<file path="config.mk">
export PLATFORM = sky130hd
export DESIGN_NAME = axi4lite_clint
export DESIGN_NICKNAME = d
export VERILOG_FILES = /design/src/rtl/axi4lite_pkg.sv /design/src/rtl/clint_timer.sv /design/src/rtl/axi4lite_clint.sv
export SDC_FILE = /design/constraint.sdc
export NUM_CORES = 1
export LEC_CHECK = 0
export BUFFER_PORTS_ARGS = -buffer_cell sky130_fd_sc_hd__clkbuf_2
export CORE_UTILIZATION = 40
export CTS_BUF_LIST = sky130_fd_sc_hd__clkbuf_8
export DETAILED_ROUTE_END_ITERATION = 6
export GPL_ROUTABILITY_DRIVEN = 0
export PLACE_DENSITY_LB_ADDON = 0.2
export SETUP_SLACK_MARGIN = 0.2
export SYNTH_ARGS = -nofsm -noshare
export SYNTH_HDL_FRONTEND = slang
export SYNTH_SLANG_ARGS = --single-unit
export TNS_END_PERCENT = 5
</file>
<file path="constraint.sdc">
create_clock -name clk -period 3 [get_ports clk]
set_clock_uncertainty 0.05 [all_clocks]
set_input_delay 0 -clock clk [delete_from_list [all_inputs] [get_ports clk]]
set_output_delay 0 -clock clk [all_outputs]
set_load 0.01 [all_outputs]
</file>
<file path="src/rtl/axi4lite_pkg.sv">
// -----------------------------------------------------------------------------
// axi4lite_pkg
// Shared definitions for the AXI4-Lite CLINT timer block: register offsets,
// AXI response codes, channel FSM state encodings, register selector, and the
// helpers used for address qualification and byte-lane write merging.
// -----------------------------------------------------------------------------
package axi4lite_pkg;

  localparam logic [3:0] OFF_MTIME_LO    = 4'h0;
  localparam logic [3:0] OFF_MTIME_HI    = 4'h4;
  localparam logic [3:0] OFF_MTIMECMP_LO = 4'h8;
  localparam logic [3:0] OFF_MTIMECMP_HI = 4'hC;

  localparam logic [1:0] RESP_OKAY   = 2'b00;
  localparam logic [1:0] RESP_SLVERR = 2'b10;

  typedef enum logic {R_IDLE, R_RESP} rd_state_e;
  typedef enum logic {W_IDLE, W_RESP} wr_state_e;

  // Word index of a register, i.e. offset[3:2].
  typedef enum logic [1:0] {
    REG_MTIME_LO    = OFF_MTIME_LO[3:2],
    REG_MTIME_HI    = OFF_MTIME_HI[3:2],
    REG_MTIMECMP_LO = OFF_MTIMECMP_LO[3:2],
    REG_MTIMECMP_HI = OFF_MTIMECMP_HI[3:2]
  } reg_sel_e;

  // The crossbar hands this block a window-relative address, so anything past
  // the 16-byte register file, or not word aligned, is unmapped.
  function automatic logic addr_mapped(input logic [31:0] addr);
    return (addr[31:4] == 28'd0) && (addr[1:0] == 2'b00);
  endfunction

  function automatic logic [31:0] merge_bytes(input logic [31:0] old_val,
                                              input logic [31:0] new_val,
                                              input logic [3:0]  strb);
    logic [31:0] merged;
    for (int i = 0; i < 4; i++)
      merged[8*i +: 8] = strb[i] ? new_val[8*i +: 8] : old_val[8*i +: 8];
    return merged;
  endfunction

endpackage

</file>
<file path="src/rtl/clint_timer.sv">
// -----------------------------------------------------------------------------
// clint_timer
// Prescaled 64-bit mtime counter, 64-bit mtimecmp compare register and the
// registered timer interrupt. A single-cycle write port (already qualified by
// the bus side) updates one 32-bit half with byte-lane merging.
//
// Ports:
//   clk, rst              clock, synchronous active-low reset
//   wr_en                 commit a write this cycle
//   wr_sel                which 32-bit register half to write
//   wr_data, wr_strb      write data and byte-lane strobes
//   mtime, mtimecmp       current register values
//   timer_irq             registered (mtime >= mtimecmp), one-cycle lag
// -----------------------------------------------------------------------------
module clint_timer
  import axi4lite_pkg::*;
#(
  parameter int unsigned TICK_DIV = 1
) (
  input  logic        clk,
  input  logic        rst,
  input  logic        wr_en,
  input  reg_sel_e    wr_sel,
  input  logic [31:0] wr_data,
  input  logic [3:0]  wr_strb,
  output logic [63:0] mtime,
  output logic [63:0] mtimecmp,
  output logic        timer_irq
);

  localparam logic [15:0] DIV_LAST = 16'(TICK_DIV - 1);

  logic [15:0] prescaler;
  logic        tick;

  // With TICK_DIV == 1 the prescaler sits at 0 and every cycle is a tick.
  assign tick = (prescaler == DIV_LAST);

  // NOTE: sequential state uses non-blocking assignments so every register in
  // this block samples pre-edge values, which the one-cycle irq lag relies on.
  always_ff @(posedge clk) begin
    if (!rst) begin
      prescaler <= '0;
      mtime     <= '0;
      mtimecmp  <= '1;
      timer_irq <= 1'b0;
    end else begin
      prescaler <= tick ? '0 : prescaler + 16'd1;
      timer_irq <= (mtime >= mtimecmp);

      // A bus write to either mtime half wins over the tick for that cycle.
      if (wr_en && wr_sel == REG_MTIME_LO)
        mtime <= {mtime[63:32], merge_bytes(mtime[31:0], wr_data, wr_strb)};
      else if (wr_en && wr_sel == REG_MTIME_HI)
        mtime <= {merge_bytes(mtime[63:32], wr_data, wr_strb), mtime[31:0]};
      else if (tick)
        mtime <= mtime + 64'd1;

      if (wr_en && wr_sel == REG_MTIMECMP_LO)
        mtimecmp[31:0] <= merge_bytes(mtimecmp[31:0], wr_data, wr_strb);
      if (wr_en && wr_sel == REG_MTIMECMP_HI)
        mtimecmp[63:32] <= merge_bytes(mtimecmp[63:32], wr_data, wr_strb);
    end
  end

endmodule

</file>
<file path="src/rtl/axi4lite_clint.sv">
// -----------------------------------------------------------------------------
// axi4lite_clint
// AXI4-Lite slave front end for the CLINT machine timer. Independent read and
// write channel FSMs; the timer itself lives in clint_timer.
//
// Ports:
//   clk, rst                      clock, synchronous active-low reset
//   arvalid/araddr/arready        read address channel
//   rvalid/rdata/rresp/rready     read data channel
//   awvalid/awaddr/awready        write address channel
//   wvalid/wdata/wstrb/wready     write data channel
//   bvalid/bresp/bready           write response channel
//   timer_irq                     machine timer interrupt
// -----------------------------------------------------------------------------
module axi4lite_clint
  import axi4lite_pkg::*;
#(
  parameter int unsigned TICK_DIV = 1
) (
  input  logic        clk,
  input  logic        rst,
  input  logic        arvalid,
  input  logic [31:0] araddr,
  output logic        arready,
  output logic        rvalid,
  output logic [31:0] rdata,
  output logic [1:0]  rresp,
  input  logic        rready,
  input  logic        awvalid,
  input  logic [31:0] awaddr,
  output logic        awready,
  input  logic        wvalid,
  input  logic [31:0] wdata,
  input  logic [3:0]  wstrb,
  output logic        wready,
  output logic        bvalid,
  output logic [1:0]  bresp,
  input  logic        bready,
  output logic        timer_irq
);

  logic [63:0] mtime;
  logic [63:0] mtimecmp;
  logic [31:0] hi_snap;

  rd_state_e   r_state;
  wr_state_e   w_state;

  logic        aw_held;
  logic        aw_ok_q;
  reg_sel_e    aw_sel_q;
  logic        w_held;
  logic [31:0] w_data_q;
  logic [3:0]  w_strb_q;

  logic        commit;
  logic        wr_en;

  assign arready = (r_state == R_IDLE);
  assign rvalid  = (r_state == R_RESP);
  assign awready = !aw_held;
  assign wready  = !w_held;
  assign bvalid  = (w_state == W_RESP);

  assign commit = (w_state == W_IDLE) && aw_held && w_held;
  // An all-zero strobe completes OKAY but touches nothing, so it must not
  // steal the mtime increment either.
  assign wr_en  = commit && aw_ok_q && (w_strb_q != 4'h0);

  clint_timer #(
    .TICK_DIV (TICK_DIV)
  ) u_timer (
    .clk       (clk),
    .rst       (rst),
    .wr_en     (wr_en),
    .wr_sel    (aw_sel_q),
    .wr_data   (w_data_q),
    .wr_strb   (w_strb_q),
    .mtime     (mtime),
    .mtimecmp  (mtimecmp),
    .timer_irq (timer_irq)
  );

  // Read channel. Data is captured from pre-edge values at the AR handshake,
  // so a same-cycle write to the same register returns the old value.
  always_ff @(posedge clk) begin
    if (!rst) begin
      r_state <= R_IDLE;
      rdata   <= '0;
      rresp   <= RESP_OKAY;
      hi_snap <= '0;
    end else begin
      case (r_state)
        R_IDLE: if (arvalid) begin
          r_state <= R_RESP;
          if (!addr_mapped(araddr)) begin
            rdata <= '0;
            rresp <= RESP_SLVERR;
          end else begin
            rresp <= RESP_OKAY;
            case (reg_sel_e'(araddr[3:2]))
              // Snapshot the upper half so a lo-then-hi read pair is coherent.
              REG_MTIME_LO: begin
                rdata   <= mtime[31:0];
                hi_snap <= mtime[63:32];
              end
              REG_MTIME_HI:    rdata <= hi_snap;
              REG_MTIMECMP_LO: rdata <= mtimecmp[31:0];
              REG_MTIMECMP_HI: rdata <= mtimecmp[63:32];
            endcase
          end
        end
        R_RESP: if (rready) r_state <= R_IDLE;
      endcase
    end
  end

  // Write channel. AW and W are parked independently; the commit happens on
  // the first edge that sees both held, and that same edge enters W_RESP.
  always_ff @(posedge clk) begin
    if (!rst) begin
      w_state  <= W_IDLE;
      aw_held  <= 1'b0;
      aw_ok_q  <= 1'b0;
      aw_sel_q <= REG_MTIME_LO;
      w_held   <= 1'b0;
      w_data_q <= '0;
      w_strb_q <= '0;
      bresp    <= RESP_OKAY;
    end else begin
      case (w_state)
        W_IDLE: begin
          if (awvalid && !aw_held) begin
            aw_held  <= 1'b1;
            aw_ok_q  <= addr_mapped(awaddr);
            aw_sel_q <= reg_sel_e'(awaddr[3:2]);
          end
          if (wvalid && !w_held) begin
            w_held   <= 1'b1;
            w_data_q <= wdata;
            w_strb_q <= wstrb;
          end
          if (commit) begin
            w_state <= W_RESP;
            bresp   <= aw_ok_q ? RESP_OKAY : RESP_SLVERR;
          end
        end
        W_RESP: if (bready) begin
          w_state <= W_IDLE;
          aw_held <= 1'b0;
          w_held  <= 1'b0;
        end
      endcase
    end
  end

endmodule

</file>
; ---- Word level (Yosys, flattened, before mapping)
; Cells that the tools add are included.
[op_classes]
bitwise = 4
eq_ne = 18
n_addsub = 2
muxes = 22
n_reduce_logical = 48
n_lt_le_gt_ge = 1
[ops]
columns = cell, count
row1 = 64-bit two-way mux, 2
row2 = 32-bit case mux with 4 select lines, 1
row3 = "64-bit by 1-bit adder with 64-bit output, second input constant", 1
row4 = 64-bit greater-or-equal comparator, 1
row5 = 32-bit two-way mux, 2
row6 = 28-bit zero test, 2
row7 = 8-bit two-way mux, 4
row8 = 2-bit AND reduction, 14
row9 = 3-bit AND reduction, 8
row10 = "2-bit != test, second input constant", 9
row11 = "16-bit by 1-bit adder with 16-bit output, second input constant", 1
row12 = 16-bit zero test, 1
row13 = 1-bit logical AND, 12
row14 = "2-bit == test, second input constant", 4
row15 = 2-bit zero test, 4
row16 = 1-bit case mux with 2 select lines, 4
row17 = 1-bit two-way mux, 7
row18 = "2-bit by 1-bit != test with 1-bit output, second input constant", 3
row19 = "2-bit by 1-bit == test with 1-bit output, second input constant", 2
row20 = 2-bit two-way mux, 2
row21 = 1-bit inverter, 4
row22 = 4-bit AND reduction, 1
row23 = 2-bit nonzero test, 2
row24 = 4-bit nonzero test, 1
row25 = other kinds (2), 3
[totals]
ff_bits = 256
output_inout_bits = 42
word_cells = 125
in_bits = 107

; ---- Logic depth before layout (Yosys ltp)
; Gate-level depths: netlist (run 1).
[logic_depth]
depth_word = 8
depth_mapped = 10
depth_no_buf = 8

; ---- Modules after synthesis
; A second synthesis (run 1) with hierarchy kept.
[unflattened]
hier_cells = 1747
area_unflattened_um2 = 14352.5
[modules_own_cells]
columns = module, seq_area_each_um2, cells_per_inst, area_per_inst_um2, instances
row1 = clint_timer, 2902.8, 1171, 9017.4, 1
row2 = axi4lite_clint, 2182.1, 576, 5335.1, 1

; ---- Least setup slack after synthesis (run 1)
; OpenSTA, ideal clock, no wires.
[synth_timing]
kind = register to register
from = register u_timer.mtime[0]
to = register u_timer.mtime[56]
setup_slack_ns = 0.699
path_buffers = 0
period_less_slack_ns = 2.301
path_stages_with_launch = 8
setup_time_ns = 0.086
t_arrival_ns = 2.166
required_time_ns = 2.864
cell_sequence = dfxtp_1 ha_1 nand3_1 nor2_2 nand3_1 or3_4 or4_1 a211oi_1
[synth_via]
elab_chain_cells = 3
[synth_rtl]
columns = item, line
row1 = "start, declared", clint_timer.sv:26  ; output logic [63:0] mtime,
row2 = "start signal, assigned", clint_timer.sv:53  ; mtime <= {mtime[63:32], merge_bytes(mtime[31:0], wr_data, wr_strb)};
row3 = "start signal, assigned", clint_timer.sv:55  ; mtime <= {merge_bytes(mtime[63:32], wr_data, wr_strb), mtime[31:0]};
row4 = "start signal, assigned", clint_timer.sv:57  ; mtime <= mtime + 64'd1;
row5 = 64-bit by 1-bit adder with 64-bit output, clint_timer.sv:57
row6 = 64-bit two-way mux, clint_timer.sv:56  ; else if (tick)
row7 = 64-bit two-way mux, clint_timer.sv:54  ; else if (wr_en && wr_sel == REG_MTIME_HI)
; No other way between the ends. The select of a mux whose other input is x is not followed.
; A chain may end at the register's enable or synchronous reset.

; ---- Worst setup path in the final report (run 1)
[layout_timing]
from = register u_timer.mtime[43]
to = register u_timer.mtime[55]
; The elaborated chain is that of the path after synthesis.

==> summary by stage, run 1 <==
Worst setup path
The worst register-to-register path begins at u_timer.mtime[43]. The most critical setup path has its endpoint at u_timer.mtime[55]. The worst setup path startpoint is u_timer.mtime[43].

The kind of capture point of the worst setup path is a flip-flop. The type of the worst setup path is flip-flop to flip-flop. The required time at the worst-slack endpoint is approximately 3.4 ns. The minimum setup slack among reg-to-reg paths is 0.33 ns. The worst setup path is launched from a flip-flop. The number of cells on the worst reg-to-reg path is 6. In this run the worst path has a maximum fanout of 8. The data arrival time of the worst path is ~3.1 ns.

The endpoint of the most critical register-to-register path is u_timer.mtime[55].

Drt
In the final routed layout, each cell accounts on average for 19.31 um. The post-detailed-routing wire length is about 46 mm. In the routed design, unresolved DRC markers number 0. The detail route stage leaves a number of antenna-violating nets equal to 0.

The DRC marker count from the first detailed-route iteration is 1145. For this block, the via count after detailed routing is around 14000. The length of the first detailed-routing pass in iterations is 6. The detail-routed via count per cell is roughly 5.8.

Clock tree
The clock insertion delay at the later pin of the skew report is just under 0.6 ns. Counting along the longest clock path gives a buffer depth of 3. Buffers inserted during clock tree synthesis total 45.

The clock tree root driver cell is clkbuf_8. Clock-pin slew was measured on the worst setup and hold paths at 0.07 ns. The H-tree generated during clock tree synthesis spans 2 levels. The TritonCTS sink count is between 200 and 300. The clock tree from TritonCTS is done.

Logic synthesis
The number of instances in the synthesized netlist is approximately 1700. Of the total synthesized cell area, the portion taken by AND, OR, NAND and NOR gates is 0.2846. The synthesized flop and latch total is ~250.

The adder-cell share of the synthesized area is 0.06056. Yosys mapped a number of flops with a built-in enable equal to 0. The share of the synthesized area in compound gates (AO/OA/AOI/OAI) came to 0.1453. The dominant register cell in the synthesized netlist is dfxtp_1.

The dominant combinational cell family by area after synthesis is simple AND/OR/NAND/NOR gates. The distinct cell type count of the synthesized netlist is 77. The cell area after synthesis is around 14000 um2. The multiplexer share of the synthesized area is 0.08271.

For this run, the register share of the synthesized area comes to 0.3674. For this run, asynchronously set or reset flops after synthesis account for 0. A synthesized cell averages 8.085 um2. Of the total synthesized cell area, the portion taken by XOR and XNOR cells is 0.007593. The total number of yosys warnings is 0.

Cells and area
Relative to the synthesized area, the layout overhead comes to 19.80%. The design area is 16580 um2. Of the cells placed in the final design, the portion with a size suffix greater than 1 is 0.1689.

The top cell types in the final layout, fill and taps aside, are nand2_1 (277), dfxtp_1 (254), nand3_1 (170). The total of fill cells in the finished design is 3297. Leaving out filler cells and counting taps, the final layout contains ~2400.

The antenna cell count is 0. At the end of the flow, the number of nets in the layout was 2078. The most common cell after layout, fill and taps aside is nand2_1.

Global route
The wire length of the first global-routing pass is 72.98 mm. The via count of the first global-routing pass is about 13000. The pin count of the biggest net entering global routing is 72.

After global routing the overflow that remains totals 0. The initial antenna violation count came to 0. The aggregate global-route resource usage is 0.2581.

STA
At the pin with the least slew margin, the transition time is 1.016 ns. Setup repair after global routing could not meet its margin everywhere. The maximum achievable frequency is approximately 0.37 GHz. The setup-violating endpoint count in the final report is 0. Once routing completed, OpenROAD measured the worst setup slack at roughly 0.33 ns.

The accumulated negative setup slack is 0 ns. In the finished design, the share of the clock period the worst path needs comes to 0.8917. The smallest clock period supported by the final layout is computed as about 2.7 ns. The max-slew violation total from the final report came to 0.

The number of failing hold endpoints at the final stage is 0. Measured against its own limit, the worst slew margin works out to 0.3230.

Floorplanning
The die area is around 35000 um2. The number of standard-cell rows in the floorplan is 67. From bottom edge to top edge, the die measures 188.0 um.

The area of the core is around 34000 um2. The die is approximately 190 um wide. The effective utilization at floorplan is 0.4097.

Pin placement for this block handled ~150 I/O pins.

Placement
Prior to clock tree synthesis, the placed netlist has a worst setup slack of 0.1414 ns. The count of buffers added on input and output ports is approximately 150. The number of placed instances, taps included, is about 2300.

The post-DP HPWL is 32.48 mm. The area of placed instances is between 15000 and 20000 um2.

Pwr
The power density over the cells is around 430 nW/um2. VDD sags by at most just under 0.3 mV. For this design the static power due to leakage is between 0.007 and 0.008 uW.

Outcome
The flow ran to the end, and the final reports show no timing, DRC or antenna violations.

Hold path
The class of the most critical hold timing path is primary input to flip-flop.

Job
The number of maximum-capacitance constraint violations is 0.
## worst max-delay path: stages (launching register included)
cell and delay, ns:
dfxtp_1 0.54, and4_1 0.29, nand3_1 0.18, nor4_1 0.71, nand4_1 0.20, or4_1 0.43
a31oi_1 0.17
## final cells by class
class / instances / area [um2] / share of cell area
inverter: 78 / 295.3 / 0.01781
clock buffer: 58 / 798.3 / 0.04814
multi-input combinational: 1279 / 8078 / 0.4871
timing repair buffer: 246 / 1667 / 0.1005
clock inverter: 21 / 100.1 / 0.006036
tap: 448 / 560.5 / 0.03380
sequential: 254 / 5085 / 0.3066
## cell families (layout without fill, tap and decap cells)
logic type / after synthesis / after routing
AO/OA/AOI/OAI: 325 / 325
XOR/XNOR: 12 / 12
adder cells (fa/ha/maj): 67 / 67
buffers and inverters: 180 / 403
flip-flops: 254 / 254
multiplexers: 74 / 74
other: 1 / 2
AND/OR/NAND/NOR: 799 / 799
## per-layer routing
layer,wire length [um],up-vias,GRT usage
li1,-,6570,-
met1,20070,6516,0.3479
met2,20520,639,0.4086
met3,4055,106,0.04698
met4,1399,0,0.09787
met5,0,-,0
## worst min path at each step
| stage | startpoint | to | cells after the start | slack [ns] |
|---|---|---|---|---|
| 2_1_floorplan | wdata[20] | w_data_q[20] | 2 | 0.09 |
| 3_5_place_dp | wdata[25] | w_data_q[25] | 3 | 0.18 |
| 6_report | arvalid | rvalid | 4 | 0.01 |
| 4_1_cts | araddr[2] | rdata[21] | 4 | 0.02 |
| 3_3_place_gp | wdata[8] | w_data_q[8] | 3 | 0.18 |
| 5_1_grt | arvalid | rdata[10] | 5 | 0.08 |
## synth_stat cells (all sizes together) (18+ instances only)
cell,instances,area (um2)
nand2,277,1040
dfxtp,254,5085
nand3,173,888.4
a21oi,148,740.7
nor2,110,417.9
clkbuf,82,307.8
inv,78,292.8
ha,67,838.3
nand4,47,306.5
o21ai,44,220.2
mux2i,39,390.4
nand2b,38,237.7
mux4,32,720.7
nor4,32,221.5
nor3,31,171.4
a31oi,20,125.1
buf,20,113.9
and3,18,112.6
## state kept, by name (all words and copies together) (netlist names)
| register | cells |
|---|---|
| u_timer.prescaler | 16 |
| u_timer.mtimecmp | 64 |
| rdata | 32 |
| w_data_q | 32 |
| bvalid | 1 |
| aw_sel_q | 2 |
| u_timer.timer_irq | 1 |
| aw_ok_q | 1 |
| hi_snap | 32 |
| w_held | 1 |
| rvalid | 1 |
| bresp | 1 |
| w_strb_q | 4 |
| u_timer.mtime | 64 |
| aw_held | 1 |
| rresp | 1 |
## timing repair
| action | CTS | global route |
|---|---|---|
| hold buffers | 48 | 0 |
| buffers inserted | 3 | 0 |
| endpoints found under the hold margin | 73 | 0 |
| pin swaps | 1 | 0 |
| endpoints found under the setup margin | 2 | 3 |
| gates resized for setup | 0 | 1 |
## metrics by stage
stage | total power [uW] | hold slack, ns | utilization
3_3_place_gp | 3955 | 0.1789 | 0.4492
4_1_cts | 7238 | 0.02415 | 0.4907
6_report | 7187 | 0.01302 | 0.4909
5_1_grt | 7439 | 0.07717 | 0.4909
2_1_floorplan | 3761 | 0.08597 | -
3_5_place_dp | 3960 | 0.1792 | 0.4492
## where the power goes
group | switching (uW) | internal, uW | total [uW] | leakage [uW]
Combinational | 256 | 194 | 450 | 0.00467
Clock | 1520 | 1740 | 3250 | 0.000514
Sequential | 71.4 | 3410 | 3490 | 0.00206
No activity file was read; power rests on OpenSTA's default activity.
==> run 2, diff against run 1 <==
- CAP_MARGIN: unset -> 20
- HOLD_SLACK_MARGIN: unset -> 0.15
- PLACE_DENSITY: unset -> 0.65
- PLACE_DENSITY_LB_ADDON: 0.2 -> unset
==> summary by stage, run 2 (synthesis gave the netlist of run 1 again) <==
Clock tree
The maximum root-to-sink buffer count came to 3 (unchanged). The clock insertion delay at the later pin of the skew report is 0.57 ns (-0.02 ns). The clock tree from TritonCTS is done. The clock buffer count from CTS is 44 (-2.2%). The TritonCTS sink count is 254 (unchanged). The depth of the CTS H-tree is 2 (unchanged). The clock tree root driver cell is clkbuf_8. The clock slew at the register clock pins of the worst setup and hold paths is 0.06 ns (about the same).

Worst setup path
The data arrival time of the worst path was 3.24 ns (+0.12 ns). The stage delay of the slowest cell on the critical path is 0.63 ns (-0.08 ns). STA classifies the critical path startpoint as a flip-flop. The required time at the worst-slack endpoint is 3.43 ns (about the same).

The highest net fanout along the worst path is 8 (unchanged). Broken down by cell family, the worst path's largest delay share belongs to simple AND/OR/NAND/NOR gates. The kind of capture point of the worst setup path is a flip-flop. The worst register-to-register path begins at u_timer.mtime[47]. The cell at the slowest stage of the critical path is nor4_2. The signal on the critical path passes through ha_1 -> nand4_1 -> nor4_2 -> o21ai_0 -> a31oi_1 -> nor2_1 -> o21ai_0. By instance count, the cell type seen most on the critical path is o21ai_0. The type of the worst setup path is flip-flop to flip-flop.

The count of buffer and inverter cells on the critical path is 0 (unchanged). In this run the worst setup path begins at u_timer.mtime[47].

Global route
The remaining global-route overflow came to 0 (unchanged). The pin count of the biggest net entering global routing is 79 (+9.7%). The met2 usage was 0.4095 (+0.0008515). The aggregate global-route resource usage was 0.2600 (+0.001895). The routing usage on met3 is 0.04061 (-0.006363). The initial antenna violation count came to 1 (+1).

The global routing's busiest layer is met2. The wire length of the first global-routing pass came to 73.64 mm (+0.90%). The via count of the first global-routing pass is 13374 (+1.5%). The routing usage on met1 came to 0.3571 (+0.009153).

Drt
The number of nets still failing antenna checks after routing is 0 (unchanged). The detail-routed via count per cell came to 5.782 (-0.33%). The post-detailed-routing wire length is 46.07 mm (about the same). The DRC marker count from the first detailed-route iteration is 1333 (+16%). The length of the first detailed-routing pass in iterations came to 7 (+1).

The average wire per standard cell is 19.08 um (-1.2%). The total vias in the final route came to 13964 (+0.96%). The remaining design rule violation count is 0 (unchanged).

Cells and area
The fraction of final layout cells with drive strength greater than 1 is 0.1693 (+0.0003884). The number of nets in the final layout was 2108 (+1.4%). From synthesis to final layout, the design area changed by 21.93%. The total of fill cells in the finished design is 3244 (-1.6%).

The most common cell after layout, fill and taps aside is nand2_1. The antenna cell count is 0 (unchanged). Leaving out fill and tap cells, the most frequent cells in the layout are nand2_1 (277), dfxtp_1 (254), nand3_1 (170). The design area is 16880 um2 (+1.8%). The largest registers in the layout are u_timer.mtime: 64 flops, u_timer.mtimecmp: 64 flops. The final cell utilization of the core is 0.4996 (+0.008703). The total area of sequential cells came to 5085 um2 (unchanged).

The area of the multi-input gates was 8084 um2 (about the same).

Pwr
The post-layout total power is 7242 uW (+0.76%). The reported leakage power is 0.007389 uW (+2.1%). The worst supply voltage drop on vdd is 0.3216 mV (+11%). The internal power is 5441 uW (+1.8%). The power dissipated by switching net loads was 1801 uW (-2.3%).

The register share of total power came to 0.482 (-0.003). The part of the total power dissipated in combinational logic is 0.067 (+0.004). The proportion of total power due to net switching is 0.2486 (-0.007808). The clock share of power is 0.452 (about the same). The power density over the cells is 429.1 nW/um2 (-1.0%).

Hold path
The critical hold path startpoint is wdata[26]. The tightest min-delay check is of the primary input to flip-flop type.

Floorplanning
The area of the core is 33780 um2 (unchanged). The effective utilization at floorplan is 0.4097 (unchanged). The number of standard-cell rows in the floorplan is 67 (unchanged). The die area is 35350 um2 (unchanged). The horizontal extent of the die came to 188.0 um (unchanged).

The number of placed I/O pins is 149 (unchanged). The chip height is 188.0 um (unchanged).

STA
The setup-violating endpoint count in the final report is 0 (unchanged). The pin slew with the least headroom to its limit is 0.9624 ns (-0.05315 ns). The maximum achievable frequency is 0.3559 GHz (-4.8%). Setup repair after global routing could not meet its margin everywhere.

The relative max-transition margin is 0.3584 (+0.03543). The worst hold-check slack came to 0.1632 ns (+0.1502 ns). The max-slew violation total from the final report came to 0 (unchanged).

The accumulated negative setup slack was 0 ns (unchanged). The ratio of final minimum period to clock period is 0.9367 (+0.04501). The final critical path time including I/O delays and setup is 2.810 ns (+0.1350 ns).

The number of failing hold endpoints at the final stage was 0 (unchanged).

Placement
The number of input and output port buffers inserted is 146 (unchanged). The post-DP HPWL is 32.88 mm (+1.2%). The area of placed instances is 15230 um2 (+0.33%).

Outcome
The flow ran to the end, and the final reports show no timing, DRC or antenna violations.

Job
The number of maximum-capacitance constraint violations was 0 (unchanged).
## run 2: path summary, 6_finish.rpt
| check | end | slack (ns) | depth (start not counted) |
|---|---|---|---|
| max | u_timer.timer_irq | 0.19 | 7 |
| min reg2reg | rdata[17] | 0.40 | 2 |
| max reg2reg | u_timer.timer_irq | 0.19 | 7 |
| min | w_data_q[26] | 0.16 | 4 |
## run 2: cell type report
cell class / count / share of cell area
sequential: 254 / 0.3013
inverter: 78 / 0.01750
clock inverter: 21 / 0.007117
timing repair buffer: 277 / 0.1146
tap: 448 / 0.03321
clock buffer: 58 / 0.04730
multi-input combinational: 1279 / 0.4790
## run 2: routing by layer
metal,part of all wire,vias up
li1,-,6613
met1,0.44,6583
met2,0.45,670
met3,0.088,98
met4,0.031,0
met5,0,-
## run 2: stage by stage
stage | instances | setup WS, ns
6_report | 2415 | 0.1900
4_1_cts | 2415 | 0.2450
5_1_grt | 2415 | 0.1363
3_3_place_gp | 2264 | 0.2710
2_1_floorplan | 1713 | 0.6986
3_5_place_dp | 2264 | 0.2611
## run 2: what timing repair did
item / CTS / global route
resized for setup: 0 / 2
buffers inserted: 0 / 0
endpoints found under the setup margin: 0 / 3
endpoints found under the hold margin: 175 / 0
hold buffers: 72 / 0
## run 2: power by group through the flow
| stage | logic [uW] | registers [uW] | clock network [uW] |
|---|---|---|---|
| finish | 482 | 3490 | 3270 |
| detailed placement | 407 | 3560 | 0 |
| CTS | 479 | 3490 | 3320 |
| floorplan | 235 | 3530 | 0 |
| global placement | 403 | 3560 | 0 |
| global route | 523 | 3490 | 3480 |
## run 2: worst min-delay path: cells and delay by family
family          cells  cell delay, ns
buf+inv             2            0.63
compound gates      1            0.05
simple gates        1            0.04
